## src/rtl/cpu_pkg.sv

```systemverilog
// Purpose: shared types and constants for the instruction fetch path.
// Latency: n/a (types and constants only).
// Backpressure: n/a.
package cpu_pkg;

    localparam int ADDR_W = 64;
    localparam int INST_W = 32;
    localparam logic [ADDR_W-1:0] RESET_PC = '0;

    // One fetched instruction together with the address it came from
    typedef struct packed {
        logic [ADDR_W-1:0] pc;
        logic [INST_W-1:0] inst;
    } fetch_entry_t;

endpackage

```

## src/rtl/fetch_buffer.sv

```systemverilog
// Purpose: small FIFO of fetch entries sitting between fetch and decode, with flush.
// Latency: a pushed entry is visible at the head on the cycle after the push.
// Backpressure: the caller must not push when full unless it pops in the same cycle; flush wins over push/pop.
module fetch_buffer
    import cpu_pkg::*;
#(
    parameter int DEPTH = 2
) (
    input  logic                       clk,
    input  logic                       rst_n,
    input  logic                       push,
    input  logic                       pop,
    input  logic                       flush,
    input  fetch_entry_t               din,
    output logic [$clog2(DEPTH+1)-1:0] count,
    output logic                       valid,
    output fetch_entry_t               head
);

    localparam int PTR_W = (DEPTH > 1) ? $clog2(DEPTH) : 1;
    localparam int CNT_W = $clog2(DEPTH + 1);
    localparam logic [PTR_W-1:0] LAST_PTR = PTR_W'(DEPTH - 1);

    fetch_entry_t     mem [DEPTH];
    logic [PTR_W-1:0] rd_ptr;
    logic [PTR_W-1:0] wr_ptr;

    assign head  = mem[rd_ptr];
    assign valid = (count != '0);

    // Storage, pointers and occupancy; entries are zeroed on reset so the head reads 0
    always_ff @(posedge clk or negedge rst_n) begin
        if (!rst_n) begin
            for (int i = 0; i < DEPTH; i++) begin
                mem[i] <= '0;
            end
            rd_ptr <= '0;
            wr_ptr <= '0;
            count  <= '0;
        end else if (flush) begin
            rd_ptr <= '0;
            wr_ptr <= '0;
            count  <= '0;
        end else begin
            if (push) begin
                mem[wr_ptr] <= din;
                wr_ptr      <= (wr_ptr == LAST_PTR) ? '0 : wr_ptr + 1'b1;
            end
            if (pop) begin
                rd_ptr <= (rd_ptr == LAST_PTR) ? '0 : rd_ptr + 1'b1;
            end
            count <= count + CNT_W'(push) - CNT_W'(pop);
        end
    end

endmodule

```

## src/rtl/instr_fetch_unit.sv

```systemverilog
// Purpose: owns the PC, fetches from instruction memory and hands {pc, inst} to decode.
// Latency: an instruction appears at Fetch_Valid one cycle after its address is driven; 1 instr/cycle sustained.
// Backpressure: Fetch_Ready low fills the 2-entry buffer, then the PC holds; branches flush and redirect.
module instr_fetch_unit
    import cpu_pkg::*;
#(
    parameter int                ADDR_W    = cpu_pkg::ADDR_W,
    parameter logic [ADDR_W-1:0] RESET_PC  = cpu_pkg::RESET_PC,
    parameter int                MEM_BYTES = 64,
    parameter int                BUF_DEPTH = 2
) (
    input  logic              clk,
    input  logic              reset_n,
    input  logic              Fetch_Enable,
    output logic [ADDR_W-1:0] Inst_Address,
    input  logic [31:0]       Instruction,
    input  logic              Branch_Taken,
    input  logic [ADDR_W-1:0] Branch_Target,
    output logic              Fetch_Valid,
    input  logic              Fetch_Ready,
    output logic [31:0]       Fetch_Inst,
    output logic [ADDR_W-1:0] Fetch_PC,
    output logic              Fetch_Error,
    output logic [1:0]        Fetch_Count
);

    localparam logic [ADDR_W-1:0] LAST_ADDR = ADDR_W'(MEM_BYTES - 4);
    localparam logic [1:0]        FULL_CNT  = 2'(BUF_DEPTH);

    logic [ADDR_W-1:0] pc_q;
    logic              err_q;
    logic              pop_req;
    logic              buf_pop;
    logic              attempt;
    logic              fault;
    logic              push;
    fetch_entry_t      din;
    fetch_entry_t      head;

    // Memory address comes straight from the PC register, never from an input
    assign Inst_Address = pc_q;
    assign Fetch_Error  = err_q;

    // A decode handshake frees a slot this cycle; a branch discards it instead
    assign pop_req = Fetch_Valid & Fetch_Ready;
    assign buf_pop = pop_req & ~Branch_Taken;

    // A fetch is attempted whenever there is room; the fault check only matters then
    assign attempt = Fetch_Enable & ~err_q & ~Branch_Taken & ((Fetch_Count < FULL_CNT) | pop_req);
    assign fault   = (pc_q[1:0] != 2'b00) | (pc_q > LAST_ADDR);
    assign push    = attempt & ~fault;

    assign din.pc   = pc_q;
    assign din.inst = Instruction;

    fetch_buffer #(
        .DEPTH (BUF_DEPTH)
    ) u_fetch_buffer (
        .clk   (clk),
        .rst_n (reset_n),
        .push  (push),
        .pop   (buf_pop),
        .flush (Branch_Taken),
        .din   (din),
        .count (Fetch_Count),
        .valid (Fetch_Valid),
        .head  (head)
    );

    assign Fetch_Inst = head.inst;
    assign Fetch_PC   = head.pc;

    // PC advance/redirect and the sticky fault flag; a branch always redirects, even after a fault
    always_ff @(posedge clk or negedge reset_n) begin
        if (!reset_n) begin
            pc_q  <= RESET_PC;
            err_q <= 1'b0;
        end else begin
            if (Branch_Taken) begin
                pc_q <= Branch_Target;
            end else if (push) begin
                pc_q <= pc_q + ADDR_W'(4);
            end
            if (attempt && fault) begin
                err_q <= 1'b1;
            end
        end
    end

endmodule

```

## config.mk

```make
export PLATFORM = sky130hd
export DESIGN_NAME = instr_fetch_unit
export DESIGN_NICKNAME = d
export VERILOG_FILES = /design/src/rtl/cpu_pkg.sv /design/src/rtl/fetch_buffer.sv /design/src/rtl/instr_fetch_unit.sv
export SDC_FILE = /design/constraint.sdc
export NUM_CORES = 1
export LEC_CHECK = 0
export CAP_MARGIN = 10
export CORE_MARGIN = 2
export CORE_UTILIZATION = 44
export DETAILED_ROUTE_END_ITERATION = 8
export PLACE_DENSITY = 0.76
export SLEW_MARGIN = 10
export SYNTH_ARGS = -nofsm -noshare
export SYNTH_HDL_FRONTEND = slang
export SYNTH_SLANG_ARGS = --single-unit
```

## constraint.sdc

```tcl
create_clock -name clk -period 2.25 [get_ports clk]
set_input_delay 0.675 -clock clk [delete_from_list [all_inputs] [get_ports clk]]
set_output_delay 0.675 -clock clk [all_outputs]
set_load 0.005 [all_outputs]
```

**Word-level counts from Yosys, hierarchy flattened**

Index checks and enable logic that the tools add are counted.

- Flip-flop bits (word level): 261
- Input bits: 101
- Output and inout bits: 164
- Word-level logic and storage cells: 54

- Add/sub/neg operators: 5
- Order comparisons: 5
- Multiplexer cells: 15
- Bitwise gates (word level): 13
- Reduce and logical (&&, ||, !) cells: 7

Operators by type and width:

| kind | number |
|---|---|
| $mux 96 | 4 |
| $bwmux 192 | 1 |
| $mux 64 | 2 |
| $demux 96 s1 | 1 |
| $add 64x3->64 const B | 1 |
| $gt 64x6->1 const B | 1 |
| $reduce_bool 2->1 | 4 |
| $and 1x1->1 | 6 |
| $mux 1 | 6 |
| $ge 2x2->1 const B | 2 |
| $not 1->2 | 2 |
| $not 1->1 | 3 |
| $add 1x1->1 const B | 2 |
| $add 2x1->2 | 1 |
| $logic_and 1x1->1 | 2 |
| $lt 2x1->1 const B | 1 |
| $lt 2x2->1 const B | 1 |
| $mux 2 | 1 |
| $or 1x1->1 | 2 |
| $reduce_and 2->1 | 1 |
| $sub 2x1->2 | 1 |

**Logic depth before layout (Yosys ltp)**

- Depth in word-level cells: 8
- Gate-level depth with buffers: 8
- Mapped depth without buffers: 8

**Cells and area by module**

Synthesis repeated with hierarchy kept, for this count alone.

- Cell total of the unflattened synthesis: 710
- Area, all modules: 11074.4 um^2

By module, submodules not included:

| module | times used | cells an instance | area each (um^2) | sequential area each (um^2) |
|---|---|---|---|---|
| fetch_buffer | 1 | 529 | 8435.6 | 4904.7 |
| instr_fetch_unit | 1 | 181 | 2638.8 | 1626.6 |

**Least setup slack after synthesis**

Ideal clock, no wire load.

- Kind: input-to-reg
- Start point: input Branch_Taken
- End point: register u_fetch_buffer.mem[102] (netlist name)
- Library setup time: 0.125 ns
- Arrival: 2.118 ns
- Data required time: 2.125 ns
- Setup slack: 0.007 ns
- Stages on the path: 5
- Path buffers: 1
- Path through: nor4_1 > nand2_1 > nor3_4 > buf_6 > mux2_2

- Word-level cells in the longest chain between the ends: 5

RTL lines:

| element | line | source |
|---|---|---|
| start, declared | instr_fetch_unit.sv:17 | `input logic Branch_Taken,` |
| $not 1->1 (no line) (*) | - |  |
| $and 1x1->1 (2 in series) | instr_fetch_unit.sv:49 | `assign attempt = Fetch_Enable & ~err_q & ~Branch_Taken & ((Fetch_Count < FULL_CNT) \| pop_req);` |
| $and 1x1->1 | instr_fetch_unit.sv:51 | `assign push = attempt & ~fault;` |
| $reduce_and 2->1 (no line) (*) | - |  |
| end signal, assigned by index | fetch_buffer.sv:46 | `mem[wr_ptr] <= din;` |
| end, declared | fetch_buffer.sv:24 | `fetch_entry_t mem [DEPTH];` |

Every way passes the cells marked *; elsewhere a longest branch is shown, timed or not.
A chain may end at the register's enable or synchronous reset.

**Worst setup path in the final report**

- Start point: register u_fetch_buffer.rd_ptr
- End point: output Fetch_PC[5]

- Word-level cells in the longest chain between the ends: 4

RTL lines:

| element | line | source |
|---|---|---|
| start, declared | fetch_buffer.sv:25 | `logic [PTR_W-1:0] rd_ptr;` |
| start signal, assigned | fetch_buffer.sv:50 | `rd_ptr <= (rd_ptr == LAST_PTR) ? '0 : rd_ptr + 1'b1;` |
| $not 1->2 (not written as such) | fetch_buffer.sv:28 | `assign head = mem[rd_ptr];` |
| $mux 96 (not written as such) (3 in series) | fetch_buffer.sv:28 |  |
| end, declared | instr_fetch_unit.sv:22 | `output logic [ADDR_W-1:0] Fetch_PC,` |

Every way passes these cells. The select of a mux whose other input is x is not followed.

==> run_results.csv <==
group,metric,value,unit
setup_path,worstPathRequired,1.57,ns
synth,synth-seq-cells,261,
status,violations,"negative setup slack",
floorplan,initial_core_util,0.447,
floorplan,pin_count,265,
setup_path,cp_top_family,"buffers and inverters",
synth,async_flop_share,1.00,
setup_path,cp_slowest_stage_delay,0.52,ns
floorplan,dieHeight,158,um
routing,postRouteAntennaNets,0,
global_route,first_global_vias,7408,
finish,multi_input_area,4180,sq um
synth,syn_inst,716,
power_and_ir_drop,power_leakage,0.00791,uW
timing,relSlewSlack,0.612,
synth,synth_edf_count,0,
finish,layout-drive-gt1-share,0.525,
routing,wl_met1,13000,um
global_route,grt_max_degree,61,
clocking,cts_buffers,27,
floorplan,fp-row-count,56,
finish,layout_commonest_cell,"dfrtp_1",
timing,slew_violations,0,
placement,place_congestion,0.772,
placement,dp_hpwl,16500,um
floorplan,die-area,25000,sq um
setup_path,arrival,1.91,ns
timing,rsz0062_at_grt,"yes",
global_route,antenna_found_initial,1,
routing,route.detailed.drc,0,
status,status,"finished with violations",
clocking,cts_max_path_buffers,3,
setup_path,criticalPathCategory,"flip-flop to output pin",
setup_path,crit_top_cell,"buf_12",
timing,setup_slack,-0.337,ns
flow_run,max-cap-violations,0,
placement,portBuffers,264,
routing,routedWlPerCell,20.9,um
timing,hold_violations,0,
setup_path,crit_slowest_cell,"dfrtp_4",
setup_path,path_cells,"buf_12 > buf_12 > buf_8 > mux2_4 > buf_6",
clocking,clk_latency,0.54,ns
routing,totalWireLength,30000,um
clocking,cts-root-buf,"clkbuf_16",
global_route,grt_pass1_wl,41700,um
synth,syn_nets,820,
power_and_ir_drop,ir_drop,0.494,mV
routing,detail_route.vias_per_cell,5.01,
global_route,track_usage,0.214,
timing,fin_skew,0.0213,ns
finish,seqCellArea,6540,sq um
synth,syn_area_per_cell,14.6,sq um
timing,setup_violations,193,
floorplan,die_x,158,um
setup_path,cp-end-kind,"output pin",
timing,fmaxAchievable,0.386,GHz
setup_path,cp.buffers_inverters,4,
clocking,clock_sink_count,261,
timing,tightest_slew,0.582,ns
setup_path,crit_fanout,7,
finish,area_growth,54.6,%
power_and_ir_drop,powerDensity,633,nW/um^2
finish,n_antenna_cell,0,
timing,timing.hold.ws,0.0939,ns
routing,first_pass_iters,4,
floorplan,core_area,23400,sq um
timing,fin_crit,2.59,ns
finish,fillers,1650,
timing,min_period_over_period,1.15,
routing,wl_met3,1590,um
synth,synth_flop_cell,"dfrtp_1",
finish,finalNetCount,1204,
routing,drtIter0Drc,224,
routing,num_vias,7193,
finish,mostFrequentLayoutCells,"dfrtp_1 (257), mux2_2 (178), clkdlybuf4s50_1 (161)",
routing,maxUsedRoutingLayer,"met4",
synth,synth_cell_types,34,
clocking,cts_hold_buf,0,
setup_path,worstSetupStartpointType,"flip-flop",
placement,pre_cts_ws,-0.432,ns
min_path,hp-class,"primary input to asynchronous set/reset pin",
global_route,gr-total-overflow,0,
synth,yosysSeqAreaShare,0.624,
routing,met2_length,14800,um
clocking,cts_tree,"done",
clocking,htree_levels,1,
synth,synth_area,10500,sq um
clocking,cts.clk_slew.worst_paths,0.06,ns
synth,ys_warn_count,0,
==> worst paths after layout <==
kind                       cells after the start                       to  slack (ns)              startpoint
max reg2reg                                    8  u_fetch_buffer.mem[158]       -0.26        Inst_Address[58]
max in group asynchronous                      2    u_fetch_buffer.mem[0]        1.47                 reset_n
min                                            1  u_fetch_buffer.mem[108]        0.09                 reset_n
max                                            5              Fetch_PC[5]       -0.34   u_fetch_buffer.rd_ptr
min reg2reg                                    1   u_fetch_buffer.mem[62]        0.48  u_fetch_buffer.mem[62]
min in group clk                               1   u_fetch_buffer.mem[62]        0.48  u_fetch_buffer.mem[62]
==> metrics by stage <==
stage / setup TNS (ns) / power [uW] / util / instance area [sq um] / std cells
2_1_floorplan: 0 / 5140 / - / 10500 / 716
3_3_place_gp: -68.86 / 5830 / 0.600 / 14000 / 1331
3_5_place_dp: -71.38 / 5840 / 0.600 / 14000 / 1331
4_1_cts: -42.58 / 10300 / 0.668 / 15600 / 1409
5_1_grt: -66.03 / 10600 / 0.691 / 16200 / 1437
6_report: -40.73 / 10200 / 0.691 / 16200 / 1437
==> registers in the layout (all words and copies together) (netlist names) <==
| signal | flops |
|---|---|
| u_fetch_buffer.mem | 192 |
| Inst_Address | 64 |
| u_fetch_buffer.count | 2 |
| Fetch_Error | 1 |
| u_fetch_buffer.rd_ptr | 1 |
| u_fetch_buffer.wr_ptr | 1 |
==> cell families after synthesis <==
family,Yosys count,share of synthesized area
compound gates,11,0.00825
xor+xnor,3,0.00251
fa+ha+maj,3,0.00359
buf+inv,46,0.0187
flops,261,0.624
mux,228,0.245
simple gates,164,0.0976
==> synth_stat cells (2+ instances only) <==
master | number | share of area
dfrtp_1 | 261 | 0.62
mux2_2 | 224 | 0.24
nand2_1 | 5 | 0.0018
nand3_1 | 5 | 0.0024
ha_1 | 3 | 0.0036
o21ai_0 | 2 | 0.00096
or2_2 | 2 | 0.0012
buf_6 | 3 | 0.0032
buf_1 | 2 | 0.00072
nor4_1 | 16 | 0.0096
inv_1 | 7 | 0.0025
and2_1 | 121 | 0.072
mux2_1 | 3 | 0.0032
nor2_1 | 3 | 0.0011
xor2_1 | 2 | 0.0017
nand4_1 | 4 | 0.0024
nor2b_1 | 2 | 0.0012
clkbuf_1 | 34 | 0.012
o311ai_0 | 2 | 0.0017
==> metal layers <==
metal	vias up	global-route usage
met4	0	0.0583
li1	3244	-
met1	3691	0.287
met3	46	0.0457
met5	-	0
met2	212	0.355
==> final cells by class <==
class | instances | share of cell area
Clock buffer | 40 | 0.0491
Inverter | 7 | 0.00162
Sequential cell | 261 | 0.404
Clock inverter | 7 | 0.00549
Multi-Input combinational cell | 409 | 0.258
Timing Repair Buffer | 394 | 0.256
Tap cell | 319 | 0.0247
==> timing repair <==
| item | 4_1_cts | 5_1_grt |
|---|---|---|
| endpoints found under the setup margin | 277 | 291 |
| buffers inserted | 18 | 16 |
| gates resized for setup | 303 | 243 |
| gates cloned | 13 | 19 |
| pin swaps | 7 | 59 |
==> report_power, final <==
group          switching, uW  internal, uW
sequential              92.6          4810
clock                   1820          2660
combinational            305           553
(Power assumes the default switching activity.)
